### src/rtl/vae_fx_pkg.sv
// Shared fixed-point definitions for the VAE datapath blocks.
//
// Contents:
//   VAE_DATA_W / VAE_FRAC_W  default word width and fractional bits (Q8.8)
//   FX_ONE, FX_HALF_LSB      1.0 and half an output LSB in the default format
//   FX_MAX_S, FX_MIN_S       largest / smallest signed value in the default format
//   state_e                  shared IDLE/ACC/OUT state encoding for sequencers
package vae_fx_pkg;

  localparam int VAE_DATA_W = 16;
  localparam int VAE_FRAC_W = 8;

  localparam logic [VAE_DATA_W-1:0] FX_ONE      = VAE_DATA_W'(1) << VAE_FRAC_W;
  localparam logic [VAE_DATA_W-1:0] FX_HALF_LSB = VAE_DATA_W'(1) << (VAE_FRAC_W - 1);
  localparam logic [VAE_DATA_W-1:0] FX_MAX_S    = {1'b0, {(VAE_DATA_W-1){1'b1}}};
  localparam logic [VAE_DATA_W-1:0] FX_MIN_S    = {1'b1, {(VAE_DATA_W-1){1'b0}}};

  typedef enum logic [1:0] {
    ST_IDLE = 2'd0,
    ST_ACC  = 2'd1,
    ST_OUT  = 2'd2
  } state_e;

endpackage

### src/rtl/fx_round_sat.sv
// Combinational round-half-up and saturation of a wide signed accumulator
// down to a signed OUT_W-bit word.
//
// Ports:
//   acc_i  in   IN_W   signed accumulator, FRAC_W fractional bits below the output LSB
//   res_o  out  OUT_W  rounded value, clamped to the signed OUT_W range
//   ovf_o  out  1      high when res_o was clamped
//
// FRAC_W must be >= 2 and IN_W > OUT_W + FRAC_W.
module fx_round_sat #(
  parameter int IN_W   = 40,
  parameter int OUT_W  = 16,
  parameter int FRAC_W = 8
) (
  input  logic signed [IN_W-1:0]  acc_i,
  output logic        [OUT_W-1:0] res_o,
  output logic                    ovf_o
);

  // One extra bit so adding the rounding constant can never wrap.
  localparam logic signed [IN_W:0] HALF  =
    {{(IN_W+1-FRAC_W){1'b0}}, 1'b1, {(FRAC_W-1){1'b0}}};
  localparam logic signed [IN_W:0] MAX_V =
    {{(IN_W+2-OUT_W){1'b0}}, {(OUT_W-1){1'b1}}};
  localparam logic signed [IN_W:0] MIN_V =
    {{(IN_W+2-OUT_W){1'b1}}, {(OUT_W-1){1'b0}}};

  logic signed [IN_W:0] sum;
  logic signed [IN_W:0] t;

  always_comb begin
    sum   = {acc_i[IN_W-1], acc_i} + HALF;
    t     = sum >>> FRAC_W;
    res_o = t[OUT_W-1:0];
    ovf_o = 1'b0;
    if (t > MAX_V) begin
      res_o = {1'b0, {(OUT_W-1){1'b1}}};
      ovf_o = 1'b1;
    end else if (t < MIN_V) begin
      res_o = {1'b1, {(OUT_W-1){1'b0}}};
      ovf_o = 1'b1;
    end
  end

endmodule

### src/rtl/mac_acc_seq.sv
// Sequential fixed-point multiply-accumulate neuron. Accumulates N_IN
// (data, weight) products plus a bias at full precision, then rounds and
// saturates once to DATA_W bits.
//
// Ports:
//   clk, rst             clock, asynchronous active-high reset
//   start, bias          begin a result (sampled in IDLE only), bias captured then
//   in_valid/in_ready    operand pair handshake, d_in/w_in signed operands
//   out_valid/out_ready  result handshake, res/ovf held stable while pending
//   busy                 high whenever not IDLE
//
// Handshakes: a transfer happens on a rising edge where valid && ready are
// both high. The producer holds its payload while valid is high and ready is
// low; ready never depends combinationally on valid.
//
// Build option: define MAC_ACC_RELU_EN to clamp negative results to zero
// after saturation (ovf still reports saturation only).
module mac_acc_seq
  import vae_fx_pkg::*;
#(
  parameter int DATA_W = VAE_DATA_W,
  parameter int FRAC_W = VAE_FRAC_W,
  parameter int N_IN   = 2,
  parameter int ACC_W  = 2*DATA_W + 8
) (
  input  logic              clk,
  input  logic              rst,
  input  logic              start,
  input  logic [DATA_W-1:0] bias,
  input  logic              in_valid,
  output logic              in_ready,
  input  logic [DATA_W-1:0] d_in,
  input  logic [DATA_W-1:0] w_in,
  output logic              out_valid,
  input  logic              out_ready,
  output logic [DATA_W-1:0] res,
  output logic              ovf,
  output logic              busy
);

  localparam int              CNT_W = $clog2(N_IN + 1);
  localparam logic [CNT_W-1:0] LAST = CNT_W'(N_IN - 1);

  state_e            state_q, state_d;
  logic [ACC_W-1:0]  acc_q,   acc_d;
  logic [CNT_W-1:0]  count_q, count_d;
  logic [DATA_W-1:0] res_q,   res_d;
  logic              ovf_q,   ovf_d;

  logic signed [2*DATA_W-1:0] prod;
  logic        [ACC_W-1:0]    prod_ext;
  logic        [ACC_W-1:0]    bias_ext;
  logic        [ACC_W-1:0]    acc_sum;
  logic        [DATA_W-1:0]   sat_res;
  logic                       sat_ovf;
  logic        [DATA_W-1:0]   final_res;

  always_comb begin
    prod     = $signed(d_in) * $signed(w_in);
    prod_ext = {{(ACC_W-2*DATA_W){prod[2*DATA_W-1]}}, prod};
    bias_ext = {{(ACC_W-DATA_W){bias[DATA_W-1]}}, bias} << FRAC_W;
    acc_sum  = acc_q + prod_ext;
  end

  // Rounding works on the sum including the final product so the result
  // can be registered on the last handshake.
  fx_round_sat #(
    .IN_W   (ACC_W),
    .OUT_W  (DATA_W),
    .FRAC_W (FRAC_W)
  ) u_round_sat (
    .acc_i (acc_sum),
    .res_o (sat_res),
    .ovf_o (sat_ovf)
  );

`ifdef MAC_ACC_RELU_EN
  assign final_res = sat_res[DATA_W-1] ? '0 : sat_res;
`else
  assign final_res = sat_res;
`endif

  always_comb begin
    state_d = state_q;
    acc_d   = acc_q;
    count_d = count_q;
    res_d   = res_q;
    ovf_d   = ovf_q;
    case (state_q)
      ST_IDLE: begin
        if (start) begin
          acc_d   = bias_ext;
          count_d = '0;
          state_d = ST_ACC;
        end
      end
      ST_ACC: begin
        if (in_valid) begin
          acc_d   = acc_sum;
          count_d = count_q + CNT_W'(1);
          if (count_q == LAST) begin
            res_d   = final_res;
            ovf_d   = sat_ovf;
            state_d = ST_OUT;
          end
        end
      end
      ST_OUT: begin
        if (out_ready) state_d = ST_IDLE;
      end
      default: state_d = ST_IDLE;
    endcase
  end

  always_ff @(posedge clk or posedge rst) begin
    if (rst) begin
      state_q <= ST_IDLE;
      acc_q   <= '0;
      count_q <= '0;
      res_q   <= '0;
      ovf_q   <= 1'b0;
    end else begin
      state_q <= state_d;
      acc_q   <= acc_d;
      count_q <= count_d;
      res_q   <= res_d;
      ovf_q   <= ovf_d;
    end
  end

  assign in_ready  = (state_q == ST_ACC);
  assign out_valid = (state_q == ST_OUT);
  assign busy      = (state_q != ST_IDLE);
  assign res       = res_q;
  assign ovf       = ovf_q;

endmodule

### config.mk
export PLATFORM = sky130hd
export DESIGN_NAME = mac_acc_seq
export DESIGN_NICKNAME = d
export VERILOG_FILES = /design/src/rtl/vae_fx_pkg.sv /design/src/rtl/fx_round_sat.sv /design/src/rtl/mac_acc_seq.sv
export SDC_FILE = /design/constraint.sdc
export NUM_CORES = 1
export LEC_CHECK = 0
export CAP_MARGIN = 20
export CORE_ASPECT_RATIO = 0.5
export CORE_MARGIN = 5
export CORE_UTILIZATION = 55
export DETAILED_ROUTE_END_ITERATION = 6
export PLACE_DENSITY_LB_ADDON = 0.15
export SLEW_MARGIN = 40
export SYNTH_ARGS = -nofsm -noshare
export SYNTH_HDL_FRONTEND = slang
export SYNTH_HIERARCHICAL = 1
export SYNTH_SLANG_ARGS = --single-unit
### constraint.sdc
create_clock -name clk -period 5.5 [get_ports clk]
set_input_delay 1.65 -clock clk [delete_from_list [all_inputs] [get_ports clk]]
set_output_delay 1.65 -clock clk [all_outputs]
set_load 0.01 [all_outputs]
==> results.yml <==
critical_path:
  crit_buf_inv: 11
  rr_endpoint: "res[14]$_DFFE_PP0P_"
  cp.required_ns: 5.72
  crit_type: "input pin to flip-flop"
  cp.depth: 43
  cp-startpoint: "w_in[1]"
  critPathMaxFanout: 8
  r2r_cells: 24
  slowest_delay_ns: 0.55
  cp-start-kind: "input pin"
  crit_path_end_kind: "flip-flop"
  slowest_stage: "fa_2"
  r2r_setup_slack_ns: 0.16
  cp_top_family: "adder cells"
  regToRegStartpoint: "acc_q[0]$_DFFE_PP0P_"
  cp.arrival_ns: 11.38
drt:
  wirelength_mm: 57.36
  drtIter0Drc: 1443
  drc: 0
  via_per_inst: 5.849
  detail_route.wl_per_cell_um: 21.43
  drtAntennaViolNets: 0
  routed-via-count: 15660
  firstDrtPassIters: 6
cts:
  clockBufferDepth: 2
  clock_latency_ns: 0.35
  cts_hold_buffers: 0
  root_buffer: "clkbuf_16"
  cts_tree: "yes"
  clk_pin_slew_worst_paths_ns: 0.05
  clkSinkCount: 61
  cts_buffers: 9
  htreeDepth: 3
place:
  place_area_um2: 20130
  hpwlAfterDp_mm: 37.50
  portBuffers: 72
  gp_congestion: 0.9748
global_routing:
  grt_max_degree: 58
  grt_overflow: 0
  grt_pass1_wl_mm: 82.07
  grt_pass1_vias: 15880
  grt_usage: 0.3112
  antenna_found_initial: 0
layout:
  final_cell_mix: "buf_4 (383), inv_1 (301), fa_1 (241)"
  antenna_cells: 0
  final_common_cell: "buf_4"
  drive_gt1_frac: 0.4205
  area_growth_syn_to_layout_pct: 49.62
  n_fill_cell: 1451
  nNetsFinal: 2733
  fin_area_um2: 23580
  utilization: 0.8430
timing:
  max-slew-margin-rel: 0.4525
  skew_ns: 0.01094
  max_freq_mhz: 89.62
  rsz0062_at_grt: "true"
  setup_viol: 52
  slew_violations: 0
  finalSetupTns_ns: -200.70
  finalCritPeriodShare: 2.029
  setup_slack_ns: -5.658
  hold_violations: 0
  worst_slew_pin_slew_ns: 0.8213
  min_period_ns: 11.16
status:
  status: "finished, violations left"
  failed_checks: "negative setup slack"
logic_synthesis:
  avgSynthCellArea_um2: 8.951
  synth_nets: 2204
  synthesis.area_um2: 15760
  synthCells: 1761
  synth.yosys.warnings: 6
floorplanning:
  die_h_um: 129.7
  ios: 73
  die_w_um: 249.4
  dieArea_um2: 32350
  initial_core_util: 0.5634
  coreArea_um2: 27980
  rows: 43
flow_run:
  drv_cap: 0
hold_path:
  worstHoldStart: "count_q[1]$_DFFE_PP0P_"
  min_delay_path_depth: 2
  hp-class: "flip-flop to flip-flop"
  holdPathEnd: "count_q[1]$_DFFE_PP0P_"
-- worst register-to-register path: cells and delay by family, from the launching register on --
family	cells	cell delay (ns)
flip-flops	1	0.37
XOR/XNOR	1	0.27
AO/OA/AOI/OAI	9	1.95
buffers and inverters	6	0.94
AND/OR/NAND/NOR	4	0.69
multiplexers	2	0.41
adder cells (fa/ha/maj)	2	0.59
-- routing by layer --
layer  track usage  vias to the layer above  routed length [um]
met4       0.07640                        0                2786
met3       0.05457                      280                4828
met5             0                        -                   0
li1              -                     6696                   -
met1        0.4225                     7780               22510
met2        0.5315                      901               27230
-- area by class of cell --
class / instances / area (um^2) / share of cell area
Clock buffer: 11 / 242.7 / 0.01029
Tap cell: 382 / 478.0 / 0.02027
Clock inverter: 5 / 58.81 / 0.002493
Timing Repair Buffer: 583 / 5079 / 0.2153
Sequential cell: 61 / 1526 / 0.06472
Multi-Input combinational cell: 1280 / 14860 / 0.6302
Inverter: 355 / 1336 / 0.05666
-- state kept, by name (all words and copies together), names as in the netlist --
| name | count |
|---|---|
| res | 16 |
| count_q | 2 |
| acc_q | 40 |
| ovf | 1 |
| state_q | 2 |
-- worst max path at each step --
stage                                to  slack (ns)
floorplan            res[5]$_DFFE_PP0P_       -5.18
global placement    res[13]$_DFFE_PP0P_       -5.95
detailed placement   res[5]$_DFFE_PP0P_       -6.15
CTS                  res[5]$_DFFE_PP0P_       -5.24
global route         res[7]$_DFFE_PP0P_       -5.84
finish              res[14]$_DFFE_PP0P_       -5.66
-- stage by stage --
stage / setup WS (ns) / hold slack (ns) / cells
2_1_floorplan: -5.185 / 0.4433 / 1761
3_3_place_gp: -5.947 / 0.4630 / 2527
3_5_place_dp: -6.153 / 0.4838 / 2527
4_1_cts: -5.243 / 0.4975 / 2617
5_1_grt: -5.839 / 0.5345 / 2677
6_report: -5.658 / 0.4932 / 2677
-- what timing repair did --
action                                  CTS  global route
endpoints found under the hold margin     0             0
cloned                                    1             3
resized for setup                       381           233
pin swaps                               210           223
buffers inserted                         78            64
endpoints found under the setup margin   53            52
Power is left out: the tool's default activity adds up to more than one toggle a clock period on the data nets, which glitch-free logic cannot reach.
